### config.mk
export PLATFORM = sky130hd
export DESIGN_NAME = instr_controller_flat
export DESIGN_NICKNAME = d
export VERILOG_FILES = /design/src/rtl/ctrl_pkg.sv /design/src/rtl/instr_controller_if.sv /design/src/rtl/pc_counter.sv /design/src/rtl/instr_controller.sv /design/src/flat_wrapper.sv
export SDC_FILE = /design/constraint.sdc
export NUM_CORES = 1
export LEC_CHECK = 0
export ABC_CLOCK_PERIOD_IN_PS = 1950
export BUFFER_PORTS_ARGS = -buffer_cell sky130_fd_sc_hd__buf_4
export CAP_MARGIN = 15
export CORE_ASPECT_RATIO = 1.75
export CORE_MARGIN = 2
export CORE_UTILIZATION = 47
export CTS_BUF_LIST = sky130_fd_sc_hd__clkbuf_4 sky130_fd_sc_hd__clkbuf_8 sky130_fd_sc_hd__clkbuf_16
export DETAILED_ROUTE_END_ITERATION = 6
export MAX_ROUTING_LAYER = met4
export PLACE_DENSITY = 0.82
export SETUP_SLACK_MARGIN = 0.02
export SLEW_MARGIN = 20
export SYNTH_ARGS = -nofsm -noshare
export SYNTH_HDL_FRONTEND = slang
export SYNTH_SLANG_ARGS = --single-unit
### constraint.sdc
create_clock -name Clk -period 1.95 [get_ports Clk]
set_clock_uncertainty 0.1 [all_clocks]
set_input_delay 0.195 -clock Clk [delete_from_list [all_inputs] [get_ports Clk]]
set_output_delay 0.195 -clock Clk [all_outputs]
set_load 0.005 [all_outputs]
### src/rtl/ctrl_pkg.sv
// ctrl_pkg: shared types and constants for the instruction controller.
//   opcode_e  - 4-bit opcode map (B-F unused, executed as NOOP)
//   state_e   - controller FSM states
//   ALU_*     - ALU function select codes driven on ALU_Sel
//   *_MSB/LSB - instruction-register field positions
package ctrl_pkg;

  typedef enum logic [3:0] {
    OP_NOOP  = 4'h0,
    OP_STORE = 4'h1,
    OP_LOAD  = 4'h2,
    OP_ADD   = 4'h3,
    OP_SUB   = 4'h4,
    OP_HALT  = 4'h5,
    OP_XOR   = 4'h6,
    OP_OR    = 4'h7,
    OP_AND   = 4'h8,
    OP_INC   = 4'h9,
    OP_PASS  = 4'hA
  } opcode_e;

  typedef enum logic [3:0] {
    S_INIT, S_FETCH, S_DECODE, S_NOOP, S_LOAD_A, S_LOAD_B, S_STORE, S_ALU, S_HALT
  } state_e;

  localparam logic [2:0] ALU_ZERO = 3'd0;
  localparam logic [2:0] ALU_ADD  = 3'd1;
  localparam logic [2:0] ALU_SUB  = 3'd2;
  localparam logic [2:0] ALU_PASS = 3'd3;
  localparam logic [2:0] ALU_XOR  = 3'd4;
  localparam logic [2:0] ALU_OR   = 3'd5;
  localparam logic [2:0] ALU_AND  = 3'd6;
  localparam logic [2:0] ALU_INC  = 3'd7;

  localparam int OP_MSB   = 15;
  localparam int OP_LSB   = 12;
  localparam int ADDR_MSB = 11;  // LOAD/STORE data address
  localparam int ADDR_LSB = 4;
  localparam int RA_MSB   = 11;  // ALU ops
  localparam int RA_LSB   = 8;
  localparam int RB_MSB   = 7;
  localparam int RB_LSB   = 4;
  localparam int RD_MSB   = 3;   // ALU dest / LOAD-STORE register
  localparam int RD_LSB   = 0;

  // ALU function select for an opcode; ALU_ZERO for anything that is not an ALU op.
  function automatic logic [2:0] alu_sel_of(input logic [3:0] op);
    case (op)
      OP_ADD:  alu_sel_of = ALU_ADD;
      OP_SUB:  alu_sel_of = ALU_SUB;
      OP_XOR:  alu_sel_of = ALU_XOR;
      OP_OR:   alu_sel_of = ALU_OR;
      OP_AND:  alu_sel_of = ALU_AND;
      OP_INC:  alu_sel_of = ALU_INC;
      OP_PASS: alu_sel_of = ALU_PASS;
      default: alu_sel_of = ALU_ZERO;
    endcase
  endfunction

endpackage

### src/rtl/instr_controller_if.sv
// instr_controller_if: instruction-memory / datapath control bundle.
//   master - controller side: reads IR_In, drives every control line
//   slave  - datapath side: supplies IR_In, consumes the control lines
interface instr_controller_if #(
  parameter int PC_W    = 7,
  parameter int DADDR_W = 8,
  parameter int RADDR_W = 4
);
  logic [15:0]        IR_In;
  logic [PC_W-1:0]    PC_Addr;
  logic [DADDR_W-1:0] D_Addr;
  logic               D_Wr;
  logic               RF_s;
  logic [RADDR_W-1:0] RF_W_Addr;
  logic               RF_W_en;
  logic [RADDR_W-1:0] RF_Ra_Addr;
  logic [RADDR_W-1:0] RF_Rb_Addr;
  logic [2:0]         ALU_Sel;
  logic               Halted;

  modport master (
    input  IR_In,
    output PC_Addr, D_Addr, D_Wr, RF_s, RF_W_Addr, RF_W_en,
           RF_Ra_Addr, RF_Rb_Addr, ALU_Sel, Halted
  );

  modport slave (
    output IR_In,
    input  PC_Addr, D_Addr, D_Wr, RF_s, RF_W_Addr, RF_W_en,
           RF_Ra_Addr, RF_Rb_Addr, ALU_Sel, Halted
  );
endinterface

### src/rtl/pc_counter.sv
// pc_counter: program counter with synchronous clear/increment.
//   clk, rst_n - clock, asynchronous active-low reset (pc -> 0)
//   clr        - synchronous clear (wins over inc)
//   inc        - synchronous increment, wraps 2^PC_W-1 -> 0
//   pc         - current count
module pc_counter #(
  parameter int PC_W = 7
) (
  input  logic            clk,
  input  logic            rst_n,
  input  logic            clr,
  input  logic            inc,
  output logic [PC_W-1:0] pc
);

  always_ff @(posedge clk or negedge rst_n) begin
    if (!rst_n)   pc <= '0;
    else if (clr) pc <= '0;
    else if (inc) pc <= pc + PC_W'(1);  // natural wrap at full width
  end

endmodule

### src/rtl/instr_controller.sv
// instr_controller: fetch/decode/execute control unit for the 16-bit datapath.
//   Clk, ResetN - clock, asynchronous active-low reset (all outputs 0 in reset)
//   bus         - master side of instr_controller_if: IR_In in, PC/data-memory/
//                 register-file/ALU control lines and Halted out
// Control outputs are registered: each state's outputs are loaded on the edge
// that enters the state, so they depend only on state and IR.
module instr_controller
  import ctrl_pkg::*;
#(
  parameter int PC_W    = 7,
  parameter int DADDR_W = 8,
  parameter int RADDR_W = 4
) (
  input logic                Clk,
  input logic                ResetN,
  instr_controller_if.master bus
);

  state_e             state;
  logic [15:0]        ir;
  logic [3:0]         op;
  logic [PC_W-1:0]    pc;
  logic               pc_clr;
  logic               pc_inc;

  logic [DADDR_W-1:0] d_addr;
  logic               d_wr;
  logic               rf_s;
  logic [RADDR_W-1:0] rf_w_addr;
  logic               rf_w_en;
  logic [RADDR_W-1:0] rf_ra_addr;
  logic [RADDR_W-1:0] rf_rb_addr;
  logic [2:0]         alu_sel;
  logic               halted;

  assign op     = ir[OP_MSB:OP_LSB];
  assign pc_clr = (state == S_INIT);
  assign pc_inc = (state == S_FETCH);

  pc_counter #(.PC_W(PC_W)) u_pc (
    .clk   (Clk),
    .rst_n (ResetN),
    .clr   (pc_clr),
    .inc   (pc_inc),
    .pc    (pc)
  );

  // IR only changes on FETCH -> DECODE and DECODE drives nothing, so the
  // decode of `ir` below is always of the instruction being executed.
  always_ff @(posedge Clk or negedge ResetN) begin
    if (!ResetN) begin
      state      <= S_INIT;
      ir         <= '0;
      d_addr     <= '0;
      d_wr       <= 1'b0;
      rf_s       <= 1'b0;
      rf_w_addr  <= '0;
      rf_w_en    <= 1'b0;
      rf_ra_addr <= '0;
      rf_rb_addr <= '0;
      alu_sel    <= ALU_ZERO;
      halted     <= 1'b0;
    end else begin
      d_addr     <= '0;
      d_wr       <= 1'b0;
      rf_s       <= 1'b0;
      rf_w_addr  <= '0;
      rf_w_en    <= 1'b0;
      rf_ra_addr <= '0;
      rf_rb_addr <= '0;
      alu_sel    <= ALU_ZERO;
      halted     <= 1'b0;
      case (state)
        S_INIT:  state <= S_FETCH;
        S_FETCH: begin
          ir    <= bus.IR_In;
          state <= S_DECODE;
        end
        S_DECODE: begin
          case (op)
            OP_LOAD: begin
              state  <= S_LOAD_A;
              d_addr <= DADDR_W'(ir[ADDR_MSB:ADDR_LSB]);
              rf_s   <= 1'b1;
            end
            OP_STORE: begin
              state      <= S_STORE;
              d_addr     <= DADDR_W'(ir[ADDR_MSB:ADDR_LSB]);
              rf_ra_addr <= RADDR_W'(ir[RD_MSB:RD_LSB]);
              d_wr       <= 1'b1;
            end
            OP_HALT: begin
              state  <= S_HALT;
              halted <= 1'b1;
            end
            OP_ADD, OP_SUB, OP_XOR, OP_OR, OP_AND, OP_INC, OP_PASS: begin
              state      <= S_ALU;
              rf_ra_addr <= RADDR_W'(ir[RA_MSB:RA_LSB]);
              rf_rb_addr <= RADDR_W'(ir[RB_MSB:RB_LSB]);
              rf_w_addr  <= RADDR_W'(ir[RD_MSB:RD_LSB]);
              alu_sel    <= alu_sel_of(op);
              rf_w_en    <= 1'b1;
            end
            default: state <= S_NOOP;  // NOOP and the unused opcodes B-F
          endcase
        end
        // LOAD_A covers the data-memory read latency; the write happens in LOAD_B.
        S_LOAD_A: begin
          state     <= S_LOAD_B;
          d_addr    <= DADDR_W'(ir[ADDR_MSB:ADDR_LSB]);
          rf_s      <= 1'b1;
          rf_w_addr <= RADDR_W'(ir[RD_MSB:RD_LSB]);
          rf_w_en   <= 1'b1;
        end
        S_HALT: halted <= 1'b1;  // sticky until reset
        default: state <= S_FETCH;  // NOOP, LOAD_B, STORE, ALU
      endcase
    end
  end

  assign bus.PC_Addr    = pc;
  assign bus.D_Addr     = d_addr;
  assign bus.D_Wr       = d_wr;
  assign bus.RF_s       = rf_s;
  assign bus.RF_W_Addr  = rf_w_addr;
  assign bus.RF_W_en    = rf_w_en;
  assign bus.RF_Ra_Addr = rf_ra_addr;
  assign bus.RF_Rb_Addr = rf_rb_addr;
  assign bus.ALU_Sel    = alu_sel;
  assign bus.Halted     = halted;

endmodule

### src/flat_wrapper.sv
// flat-port wrapper written by rule: the top's interface ports become plain ports
module instr_controller_flat import ctrl_pkg::*;
#(
  parameter int PC_W    = 7,
  parameter int DADDR_W = 8,
  parameter int RADDR_W = 4
)
  (Clk, ResetN, bus_IR_In, bus_PC_Addr, bus_D_Addr, bus_D_Wr, bus_RF_s, bus_RF_W_Addr, bus_RF_W_en, bus_RF_Ra_Addr, bus_RF_Rb_Addr, bus_ALU_Sel, bus_Halted);
  instr_controller_if #(.PC_W(PC_W), .DADDR_W(DADDR_W), .RADDR_W(RADDR_W)) bus_i ();
  input logic Clk;
  input logic ResetN;
  input wire logic [$bits(bus_i.IR_In)-1:0] bus_IR_In;
  output wire logic [$bits(bus_i.PC_Addr)-1:0] bus_PC_Addr;
  output wire logic [$bits(bus_i.D_Addr)-1:0] bus_D_Addr;
  output wire logic [$bits(bus_i.D_Wr)-1:0] bus_D_Wr;
  output wire logic [$bits(bus_i.RF_s)-1:0] bus_RF_s;
  output wire logic [$bits(bus_i.RF_W_Addr)-1:0] bus_RF_W_Addr;
  output wire logic [$bits(bus_i.RF_W_en)-1:0] bus_RF_W_en;
  output wire logic [$bits(bus_i.RF_Ra_Addr)-1:0] bus_RF_Ra_Addr;
  output wire logic [$bits(bus_i.RF_Rb_Addr)-1:0] bus_RF_Rb_Addr;
  output wire logic [$bits(bus_i.ALU_Sel)-1:0] bus_ALU_Sel;
  output wire logic [$bits(bus_i.Halted)-1:0] bus_Halted;
  assign bus_i.IR_In = bus_IR_In;
  assign bus_PC_Addr = bus_i.PC_Addr;
  assign bus_D_Addr = bus_i.D_Addr;
  assign bus_D_Wr = bus_i.D_Wr;
  assign bus_RF_s = bus_i.RF_s;
  assign bus_RF_W_Addr = bus_i.RF_W_Addr;
  assign bus_RF_W_en = bus_i.RF_W_en;
  assign bus_RF_Ra_Addr = bus_i.RF_Ra_Addr;
  assign bus_RF_Rb_Addr = bus_i.RF_Rb_Addr;
  assign bus_ALU_Sel = bus_i.ALU_Sel;
  assign bus_Halted = bus_i.Halted;
  instr_controller #(.PC_W(PC_W), .DADDR_W(DADDR_W), .RADDR_W(RADDR_W)) u_core (.Clk(Clk), .ResetN(ResetN), .bus(bus_i));
endmodule
==> reports/metrics.csv <==
stage,metric,value,unit
clock_tree,cts_made_buffers,5,
floorplanning,die_x,56.0,µm
grt,gr-total-overflow,0,
clock_tree,clk_pin_slew_worst_paths,90,ps
synthesis,netlist_instances,177,
placed_design,io_buffers,51,
grt,grt_max_degree,55,
finish,fin_nets,261,
clock_tree,cts_root_buf,clkbuf_8,
finish,mostFrequentLayoutCells,"60 x buf_4, 54 x dfrtp_1, 16 x mux2_2",
synthesis,syn_area,0.00222,mm²
floorplanning,num_rows,33,
synthesis,seq_area_frac_synth,0.608,
detailed_routing,wl_met2,2.58,mm
floorplanning,initial_utilization,0.481,
sta,worst_slew_pin_slew,666,ps
clock_tree,clk_path_buf_depth,2,
sta,drv_slew,0,
detailed_routing,drc,0,
placed_design,post-dp-hpwl,3.20,mm
detailed_routing,detail_route.wl_per_cell,15.4,µm
detailed_routing,top_layer_used,met4,
power_and_ir_drop,p_per_area,1460,mW/mm²
placed_design,place_congestion,0.826,
floorplanning,ios,52,
synthesis,synth-compound-area-share,0.0945,
clock_tree,clk-insertion-delay-late,320,ps
finish,syn_to_final_growth,29.6,%
grt,grt_pass1_wl,7.21,mm
detailed_routing,drt_wl_total,4.56,mm
detailed_routing,met3WireLength,159,µm
sta,relSlewSlack,0.556,
synthesis,synthAdderAreaFrac,0.00563,
floorplanning,die_h,95.0,µm
detailed_routing,firstDrtPassIters,4,
detailed_routing,antenna_left,0,
floorplanning,dieArea,0.00532,mm²
sta,hold_viol,0,
synthesis,ys.warnings.count,0,
detailed_routing,vias,1561,
detailed_routing,drt_iter0_drc,53,
sta,setup-violations-final,0,
clock_tree,postCtsSetupRepairBufs,0,
clock_tree,cts_tree,yes,
outcome,status,completed,
synthesis,synth_top_family_by_area,simple AND/OR/NAND/NOR gates,
sta,fmax,0.534,GHz
setup_path,critPathKind,reg2reg,
sta,setup_tns,0,ps
clock_tree,h-tree-depth,2,
sta,min_period_over_period,0.960,
synthesis,synth-xor-area-share,0.00788,
finish,drive_above_1_share,0.383,
synthesis,syn_nets,196,
synthesis,muxShareOfSynthArea,0.0990,
setup_path,cp.required,2110,ps
synthesis,synth_cell_types,36,
grt,grt.total_usage,0.189,
floorplanning,core,0.00462,mm²
clock_tree,cts.sinks,54,
sta,min_period,1870,ps
finish,diodes,0,
setup_path,crit_arrival,2030,ps
synthesis,synth_seq_cells,54,
setup_path,worst_setup_path_end_kind,flip-flop,
synthesis,avgSynthCellArea,12.6,µm²
detailed_routing,via_per_inst,5.29,
grt,antenna_found_initial,0,
detailed_routing,met1_length,1.71,mm
setup_path,cp-start-kind,flip-flop,
finish,fin_util,0.623,
job,cap_viol_max_count,0,
synthesis,synthSimpleGateAreaFrac,0.157,
finish,final_common_cell,buf_4,
min_path,hold_class,in2reg,
sta,grt_setup_unrepaired,false,
power_and_ir_drop,ir_worst_vdd,0.000981,V
setup_path,path_max_fanout,7,
power_and_ir_drop,power.leakage,0.00140,µW
grt,grt_pass1_vias,1500,
area by class of cell:
class                           count  area [µm²]
Clock buffer                        6        82.6
Clock inverter                      2        16.3
Fill cell                         369        1740
Inverter                            2        7.51
Multi-Input combinational cell    111         817
Sequential cell                    54        1350
Tap cell                           52        65.1
Timing Repair Buffer               68         542
state kept, by name, summed over array words and instances (netlist names):
signal / flops
u_core.bus.ALU_Sel: 3
u_core.bus.D_Addr: 8
u_core.bus.D_Wr: 1
u_core.bus.Halted: 1
u_core.bus.RF_Ra_Addr: 4
u_core.bus.RF_Rb_Addr: 4
u_core.bus.RF_W_Addr: 4
u_core.bus.RF_W_en: 1
u_core.bus.RF_s: 1
u_core.ir: 16
u_core.state: 4
u_core.u_pc.pc: 7
layer usage:
metal  GRT usage  up-vias
met2       0.327       34
met3      0.0397        6
li1            -      749
met4      0.0952        0
met5           -        -
met1       0.203      772
stage by stage:
step	setup WS, ps	power (µW)	instances	instance area, µm²	hold slack [ps]
after floorplan	41.7	2850	177	2220	-201
after global placement	104	3480	281	2710	164
after detailed placement	78.0	3550	281	2710	171
after CTS	64.3	4220	290	2820	1.53
after global routing	19.2	4510	295	2880	4.62
final	78.8	4220	295	2880	2.78
power breakdown:
part,switching (µW),total [µW],internal (µW)
Combinational,768,1740,972
Sequential,322,1810,1490
Clock,370,662,292
worst max-delay path, cell delays in order (launching register included):
cell and delay, ps:
dfrtp_1 390, or4b_4 610, or3_1 400, nor2_4 160, a22o_1 140
cells by family (layout without fill, tap and decap cells):
logic type,count (synthesis),in the layout
simple gates,63,63
mux,20,20
xor+xnor,2,2
compound gates,25,25
buf+inv,12,78
fa+ha+maj,1,1
flops,54,54
Yosys cell counts:
cell type / instances / area share
or3_1: 3 / 0.0084
o21ai_0: 3 / 0.0068
nand2b_1: 5 / 0.014
a2111oi_2: 1 / 0.0068
nor2_2: 2 / 0.0056
a21o_1: 2 / 0.0068
nand3_1: 3 / 0.0068
nor4_1: 2 / 0.0056
nand3b_1: 1 / 0.0034
nand2_1: 12 / 0.020
a211oi_1: 1 / 0.0034
inv_1: 2 / 0.0034
o22a_1: 1 / 0.0039
mux2_2: 16 / 0.081
o2111ai_1: 1 / 0.0039
nor3_1: 7 / 0.016
and2_1: 6 / 0.017
ha_1: 1 / 0.0056
a21oi_1: 3 / 0.0068
mux2i_1: 4 / 0.018
nor2_1: 6 / 0.010
or4b_4: 1 / 0.0062
clkbuf_1: 6 / 0.010
a22o_1: 7 / 0.028
o21a_1: 3 / 0.010
or2_2: 1 / 0.0028
o21bai_1: 1 / 0.0034
nor2b_1: 12 / 0.034
buf_6: 2 / 0.010
a2111oi_4: 1 / 0.012
xnor2_1: 2 / 0.0079
o22ai_1: 1 / 0.0028
dfrtp_1: 54 / 0.61
nor4b_1: 1 / 0.0039
buf_2: 2 / 0.0045
or4_1: 1 / 0.0034
worst paths after layout:
kind | from | depth (start not counted) | slack [ps] | end
worst max-delay path | u_core.state[0]$_DFFE_PN0N_ | 4 | 80 | u_core.bus.RF_Ra_Addr[0]$_DFF_PN0_
worst min-delay path | bus_IR_In[15] | 3 | 3 | u_core.ir[15]$_DFFE_PN0P_
worst max register to register | u_core.state[0]$_DFFE_PN0N_ | 4 | 80 | u_core.bus.RF_Ra_Addr[0]$_DFF_PN0_
worst min register to register | u_core.ir[6]$_DFFE_PN0P_ | 1 | 400 | u_core.bus.RF_Rb_Addr[2]$_DFF_PN0_
max in group asynchronous | ResetN | 2 | 950 | u_core.bus.RF_Rb_Addr[3]$_DFF_PN0_
min in group asynchronous | ResetN | 2 | 360 | u_core.ir[13]$_DFFE_PN0P_
timing repair:
action,CTS,global route
gates resized for setup,0,3
endpoints found under the hold margin,54,5
endpoints found under the setup margin,0,10
hold buffers,1,5
No activity file was read; power rests on OpenSTA's default activity.
